--- config.mk ---
export PLATFORM = sky130hd
export DESIGN_NAME = vga_pattern_gen
export DESIGN_NICKNAME = d
export VERILOG_FILES = /design/src/rtl/vga_pattern_gen.sv
export SDC_FILE = /design/constraint.sdc
export NUM_CORES = 1
export LEC_CHECK = 0
export BUFFER_PORTS_ARGS = -buffer_cell sky130_fd_sc_hd__buf_2
export CAP_MARGIN = 5
export CORE_MARGIN = 4
export CORE_UTILIZATION = 30
export DETAILED_ROUTE_END_ITERATION = 8
export PLACE_DENSITY = 0.56
export SKIP_LAST_GASP = 1
export SYNTH_ARGS = -nofsm -noshare
export SYNTH_HDL_FRONTEND = slang
export SYNTH_SLANG_ARGS = --single-unit
--- constraint.sdc ---
create_clock -name clk -period 2.1 [get_ports clk]
set_input_delay 0.105 -clock clk [delete_from_list [all_inputs] [get_ports clk]]
set_output_delay 0.105 -clock clk [all_outputs]
set_load 0.02 [all_outputs]
--- src/rtl/vga_pattern_gen.sv ---
// Frame pattern generator feeding a memory writer: DATA_DEPTH words per start edge, four patterns.
// Latency: one cycle from wr_en to data_en/dout; wr_en low stalls the frame with dout held.
module vga_pattern_gen #(
    parameter int                DATA_W     = 16,
    parameter int                DATA_DEPTH = 786432,
    parameter int                H_ACTIVE   = 1024,
    parameter int                SPAN_NUM   = 9,
    parameter logic [DATA_W-1:0] BAR_STEP   = 16'h2104,
    parameter int                CHK_SHIFT  = 5
) (
    input  logic              clk,
    input  logic              rst,
    input  logic              start_i,
    input  logic              abort_i,
    input  logic [1:0]        mode_i,
    input  logic [DATA_W-1:0] fill_i,
    input  logic              wr_en,
    output logic              data_en,
    output logic [DATA_W-1:0] dout,
    output logic              busy_o,
    output logic              done_o,
    output logic [15:0]       frame_cnt_o
);
    localparam int IDX_W = (DATA_DEPTH > 1) ? $clog2(DATA_DEPTH) : 1;
    localparam int X_W   = (H_ACTIVE > 1) ? $clog2(H_ACTIVE) : 1;
    localparam int LINES = DATA_DEPTH / H_ACTIVE;
    localparam int Y_W   = (LINES > 1) ? $clog2(LINES) : 1;

    typedef enum logic [1:0] {IDLE, ACTIVE, DONE} state_t;

    state_t            state, state_nxt;
    logic              start_q;
    logic              accept, emit, last;
    logic [1:0]        mode_r;
    logic [DATA_W-1:0] fill_r;
    logic [DATA_W-1:0] base;
    logic [IDX_W-1:0]  idx;
    logic [X_W-1:0]    x;
    logic [Y_W-1:0]    y;
    logic [X_W+2:0]    bar;
    logic              chk;
    logic [DATA_W-1:0] pix;

    assign last = (idx == IDX_W'(DATA_DEPTH - 1));

    always_comb begin
        state_nxt = state;
        accept    = 1'b0;
        emit      = 1'b0;
        case (state)
            IDLE: begin
                if (start_i && !start_q) begin
                    accept    = 1'b1;
                    state_nxt = ACTIVE;
                end
            end
            ACTIVE: begin
                // abort wins over a word grant in the same cycle
                if (abort_i) begin
                    state_nxt = IDLE;
                end else if (wr_en) begin
                    emit = 1'b1;
                    if (last) state_nxt = DONE;
                end
            end
            DONE:    state_nxt = IDLE;
            default: state_nxt = IDLE;
        endcase
    end

    always_comb begin
        bar = {x, 3'b000} / (X_W + 3)'(H_ACTIVE);
        chk = (|((x >> CHK_SHIFT) & X_W'(1))) ^ (|((y >> CHK_SHIFT) & Y_W'(1)));
        pix = '0;
        case (mode_r)
            2'd0:    pix = base + DATA_W'(idx);
            2'd1:    pix = fill_r;
            2'd2:    pix = DATA_W'(bar) * BAR_STEP;
            default: pix = {DATA_W{chk}};
        endcase
    end

    always_ff @(posedge clk) begin
        if (rst) begin
            state       <= IDLE;
            start_q     <= 1'b0;
            data_en     <= 1'b0;
            dout        <= '0;
            busy_o      <= 1'b0;
            done_o      <= 1'b0;
            frame_cnt_o <= '0;
            base        <= '0;
            mode_r      <= '0;
            fill_r      <= '0;
            idx         <= '0;
            x           <= '0;
            y           <= '0;
        end else begin
            state   <= state_nxt;
            start_q <= start_i;
            data_en <= emit;
            busy_o  <= (state_nxt != IDLE);
            done_o  <= (state == DONE);
            if (accept) begin
                mode_r <= mode_i;
                fill_r <= fill_i;
                idx    <= '0;
                x      <= '0;
                y      <= '0;
            end
            if (emit) begin
                dout <= pix;
                idx  <= idx + IDX_W'(1);
                if (x == X_W'(H_ACTIVE - 1)) begin
                    x <= '0;
                    y <= y + Y_W'(1);
                end else begin
                    x <= x + X_W'(1);
                end
            end
            if (state == DONE) begin
                frame_cnt_o <= frame_cnt_o + 16'd1;
                if (mode_r == 2'd0) base <= base + DATA_W'(SPAN_NUM);
            end
        end
    end
endmodule
==> results of run 1 <==
cell families after synthesis:
kind of cell	synth area share
adders and majority gates	0.04978
DFF	0.3982
AOI/OAI and AO/OA	0.1943
buffers and inverters	0.03365
and+or+nand+nor	0.2475
muxes	0.01198
xor gates and xnor gates	0.06453
timing repair:
action / CTS / global route
hold buffers: 15 / 1
pin swaps: 1 / 4
cloned: 0 / 0
setup endpoints to repair: 2 / 12
gates resized for setup: 1 / 12
hold endpoints to repair: 15 / 1
layout by cell type (no fill, tap or decap), types with 4 or more instances in the layout:
cell type      instances
nand4_1                6
a211oi_1               6
buf_2                 56
dfxtp_2                5
and3_1                 9
a21oi_1               64
inv_1                  8
o21a_1                 5
nand2_1               90
a31oi_1                9
a21o_1                 7
nor3_1                17
nor2b_1                5
a221oi_1               5
nor4_1                 4
mux2_2                 4
o31ai_1                6
nand3_1               30
xnor2_1               13
dlygate4sd3_1         16
clkbuf_16              9
or3_1                  7
o32ai_1                7
nor2_1                89
ha_1                  18
o21ai_0               40
dfxtp_1              103
and4_1                 4
buf_4                 54
a311oi_1               6
xor2_1                27
report_power, final:
part	switching [mW]	internal, mW	leakage [nW]
Clock	0.786	0.988	0.149
Sequential	0.0285	2.08	0.876
Combinational	0.178	0.109	1.67
Total	0.992	3.18	2.69
layout make-up:
| type | instances | area, um^2 | share of cell area |
|---|---|---|---|
| Clock buffer | 12 | 256.5 | 0.03800 |
| Clock inverter | 4 | 47.55 | 0.007044 |
| Inverter | 8 | 30.03 | 0.004449 |
| Multi-Input combinational cell | 522 | 3120 | 0.4623 |
| Sequential cell | 108 | 2168 | 0.3212 |
| Tap cell | 225 | 281.5 | 0.04171 |
| Timing Repair Buffer | 126 | 845.8 | 0.1253 |
metrics by stage:
stage	util	cell area, um^2	std cells
2_1_floorplan	-	5429	673
3_3_place_gp	0.3564	6250	973
3_5_place_dp	0.3564	6250	973
4_1_cts	0.3824	6706	1004
5_1_grt	0.3849	6750	1005
6_report	0.3849	6750	1005
worst min-delay path, cell delays in order:
cell and delay (ps):
buf_2 100, nand2_1 60, a21oi_1 60
flip-flops by register name (all words and copies together), names as in the netlist:
| signal | count |
|---|---|
| base | 16 |
| busy_o | 1 |
| data_en | 1 |
| done_o | 1 |
| dout | 16 |
| fill_r | 16 |
| frame_cnt_o | 16 |
| idx | 20 |
| mode_r | 2 |
| start_q | 1 |
| state | 2 |
| x | 10 |
| y | 6 |
metal layers:
| metal | track usage | share of wire | vias up |
|---|---|---|---|
| li1 | - | - | 2601 |
| met4 | 0.03602 | 0.013 | 0 |
| met1 | 0.2091 | 0.49 | 2373 |
| met2 | 0.2374 | 0.44 | 107 |
| met3 | 0.04536 | 0.056 | 19 |
| met5 | 0 | 0 | - |
synth_stat cells (8+ instances only):
library cell,instances,share of area
nor3_1,17,0.016
nand2_1,90,0.062
ha_1,20,0.046
dfxtp_1,108,0.40
nand3_1,30,0.028
and3_1,9,0.010
clkbuf_1,26,0.018
xor2_1,27,0.044
xnor2_1,13,0.021
a21oi_1,65,0.060
o21ai_0,42,0.039
a31oi_1,9,0.010
inv_1,8,0.0055
nor2_1,89,0.062
worst min-delay path by stage:
stage               slack, ps          to
finish                      7   fill_r[5]
global route                6   fill_r[7]
CTS                       0.1  fill_r[13]
detailed placement        360   fill_r[0]
global placement          340     start_q
floorplan                 190     data_en
==> results.txt, run 1 <==
Mean Syn Cell Area = 8.067 um^2
Share of post-route cells with drive strength above 1 = 0.1949
Max rail drop VDD = 0.0004547 V
LEAKAGE = 2.694 nW
P&R area growth vs syn = 24.34%
Die Ht = 142.5 um
RSZ-0062 raised after global routing = yes
WL/cell = 15.00 um
Hold path cells = 3
Setup TNS = 0 ps
Io pins = 58
Pwr/cell area = 618.1 nW/um^2
ANT cells = 0
Root Buffer = clkbuf_16
Cell Area, Synth = 5429 um^2
DR DRC count = 0
CP Max Fanout = 3
CTS buffer count = 9
Part of the Yosys area used for sequential elements = 0.3982
Clk_skew = 6.168 ps
Syn Inst Count = 673
Min-Delay Startpoint = fill_i[5]
Crit. End Element = register
DP Worst Slack = 20.68 ps
Initial Utilization = 0.3096
Slew Viols, Final = 0
IO Port Bufs = 57
Slowest cell on the critical path = or3b_2
Min-Delay Path Class = primary input to register
Vias in the first global route = 4890
R2R cell count = 9
Rows = 48
Initial antenna violation count = 0
R2R Path Start = base[0]
Largest net degree at the start of global routing = 33
Die area = 20310 um^2
Synth Register Bits = 108
Antenna viol nets, final = 0
Outcome = finished clean
Final hold vios = 0
DRT Pass-1 Iters = 6
Final worst-path cycle share = 0.9450
Least-Margin Pin Slew = 741.7 ps
Crit path arrival time = 2220 ps
CTS tree = built
1st-iter DRT viols = 279
Max-slew headroom = 0.5037
Fillers = 1852
Worst EP required = 2340 ps
NumNets Final = 819
Synth Warn # = 0
First-pass GRT wire length = 25.10 mm
Crit path max-delay family = simple AND/OR/NAND/NOR gates
TritonCTS Sinks = 108
Crit path launch type = register
DP HPWL = 11.01 mm
GPL Wtd Cong = 0.8424
Min Tclk post-route = 1984 ps
R2R Path End = dout[6]
Clk_lat worst skew = 360 ps
Final wirelength = 15.08 mm
Top_reg_cell synth = dfxtp_1
Setup violations, final = 0
Worst Setup EP = dout[6]
Vias/cell = 5.075
Clk slew on worst S/H paths = 70 ps
Worst reg2reg setup slack = 120 ps
Fmax = 503.9 MHz
Die Wd = 142.5 um
Buf/Inv on CP = 1
Core area = 17540 um^2
Kind of critical path = register to register
Final worst slack = 115.5 ps
Vias after detailed routing = 5100
Critical Path Start = base[0]
Total power draw = 4.172 mW
Worst hold slack = 6.638 ps
Post-synth cell types = 61
H-tree levels = 3
Max Cap Viol = 0
Max clock buf depth = 2
Critical-path cell list = ha_2 -> inv_1 -> fa_2 -> nor2b_2 -> o31a_1 -> o21ai_0 -> or3b_2 -> nand3_1 -> a211oi_1
Post-synth EDFFs = 0
Largest incremental delay on the critical path = 450 ps
Crit. path cell count = 9
Setup Fix Bufs, Post-CTS = 0
Asr flop ratio synth = 0
Post-Syn Nets = 717
GRT Total Usage = 0.1527
Grt ovf = 0
(Power assumes the default switching activity.)
==> inputs of run 2 (changes only) <==
PLACE_DENSITY = unset   (was 0.56)
PLACE_DENSITY_LB_ADDON = 0.08   (was unset)
==> results.txt, run 2 (synthesis results as in run 1) <==
Largest net degree at the start of global routing = 70
Antenna viol nets, final = 0
H-tree levels = 3
NumNets Final = 826
Max Cap Viol = 0
Root Buffer = clkbuf_16
R2R cell count = 10
CTS buffer count = 9
Final wirelength = 16.37 mm
GRT Total Usage = 0.1668
Clk_skew = 11.36 ps
Max clock buf depth = 2
Clk slew on worst S/H paths = 70 ps
ANT cells = 0
Grt ovf = 0
Kind of critical path = register to register
Core area = 17540 um^2
CP Max Fanout = 3
First-pass GRT wire length = 26.88 mm
Crit. End Element = register
R2R Path Start = idx[0]
Clk_lat worst skew = 360 ps
Fillers = 1812
Commonest cells after routing, fill and taps aside = 104 x dfxtp_1, 90 x nand2_1, 89 x nor2_1, 64 x a21oi_1, 57 x buf_4
Min-Delay Startpoint = mode_i[0]
Vias in the first global route = 5037
Outcome = finished clean
Design area = 6845 um^2
Placed inst area = 6292 um^2
Area of the multi-input gates = 3179 um^2
Worst reg2reg setup slack = 50 ps
CTS tree = built
Placed cell count = 977
DR DRC count = 0
Crit path launch type = register
Rows = 48
GPL Wtd Cong = 0.8670
Fmax = 487.2 MHz
Final core occ = 0.3903
Initial antenna violation count = 0
Pwr/cell area = 589.4 nW/um^2
TritonCTS Sinks = 108
Vias/cell = 5.040
Final worst-path cycle share = 0.9774
Vias after detailed routing = 5095
Hold path cells = 3
Die Wd = 142.5 um
Initial Utilization = 0.3096
Share of post-route cells with drive strength above 1 = 0.2087
Largest register FFs = 20
DP HPWL = 12.14 mm
Crit path arrival time = 2280 ps
Least-Margin Pin Slew = 648.5 ps
Post-Layout Cell Count = 1011
Register with the most flip-flops = idx
Setup violations, final = 0
Final hold vios = 0
Max rail drop VDD = 0.0003801 V
RSZ-0062 raised after global routing = yes
Die area = 20310 um^2
Io pins = 58
P&R area growth vs syn = 26.09%
Min-Delay Endpoint = mode_r[0]
DRT Pass-1 Iters = 5
Slew Viols, Final = 0
Reg area = 2167 um^2
Max-slew headroom = 0.5665
Die Ht = 142.5 um
Most common cell after layout, fill and taps aside = dfxtp_1
Worst EP required = 2330 ps
LEAKAGE = 2.715 nW
Min-Delay Path Class = primary input to register
R2R Path End = dout[6]
WL/cell = 16.19 um
1st-iter DRT viols = 344
Min Tclk post-route = 2053 ps
IO Port Bufs = 57
==> run 2: power by group <==
part | leakage [nW] | switching [mW] | internal [mW] | total [mW]
combinational | 1.71 | 0.184 | 0.119 | 0.303
sequential | 0.876 | 0.0283 | 2.08 | 2.11
clock | 0.129 | 0.815 | 0.807 | 1.62
==> run 2: worst max path at each step <==
stage / start / to / cells after the start
2_1_floorplan: base[0] / dout[12] / 9
3_3_place_gp: base[1] / dout[11] / 7
3_5_place_dp: base[0] / dout[12] / 9
4_1_cts: base[0] / dout[6] / 10
5_1_grt: idx[0] / dout[6] / 10
6_report: idx[0] / dout[6] / 10
==> run 2: stage by stage <==
| stage | hold WS, ps | total power [mW] | setup TNS [ps] | setup slack, ps |
|---|---|---|---|---|
| floorplan | 189.3 | 2.306 | 0 | 47.34 |
| global placement | 347.4 | 2.436 | -15.01 | -15.01 |
| detailed placement | 350.3 | 2.438 | -106.6 | -31.50 |
| CTS | 13.51 | 4.109 | -57.58 | -51.31 |
| global route | 35.49 | 4.230 | -58.24 | -58.24 |
| finish | 34.12 | 4.034 | 0 | 47.48 |
==> run 2: repair_timing <==
action,in CTS,in global routing
pin swaps,0,9
setup endpoints to repair,7,16
gates resized for setup,3,25
setup buffers,0,1
hold buffers,18,0
endpoints found under the hold margin,18,0
==> run 2: cell type report <==
| cell class | instances | share of cell area |
|---|---|---|
| Clock buffer | 10 | 0.03345 |
| Multi-Input combinational cell | 522 | 0.4644 |
| Timing Repair Buffer | 133 | 0.1343 |
| Sequential cell | 108 | 0.3166 |
| Inverter | 8 | 0.004387 |
| Tap cell | 225 | 0.04113 |
| Clock inverter | 5 | 0.005666 |
==> run 2: worst max-delay path, cell delays in order (launching register included) <==
cell      delay [ps]
dfxtp_2          340
ha_4             160
inv_2             50
fa_2             230
nor2b_4           50
buf_6            110
o31a_1           330
o21ai_1          140
or3b_4           380
nand3_2           80
a211oi_2          60
==> run 2: layer usage <==
| layer | vias to the layer above | track usage | wire length [um] | part of all wire |
|---|---|---|---|---|
| met4 | 0 | 0.05503 | 309 | 0.019 |
| met5 | - | 0 | 0 | 0 |
| met1 | 2374 | 0.2343 | 7866 | 0.48 |
| li1 | 2612 | - | - | - |
| met3 | 20 | 0.02554 | 650 | 0.040 |
| met2 | 89 | 0.2624 | 7545 | 0.46 |
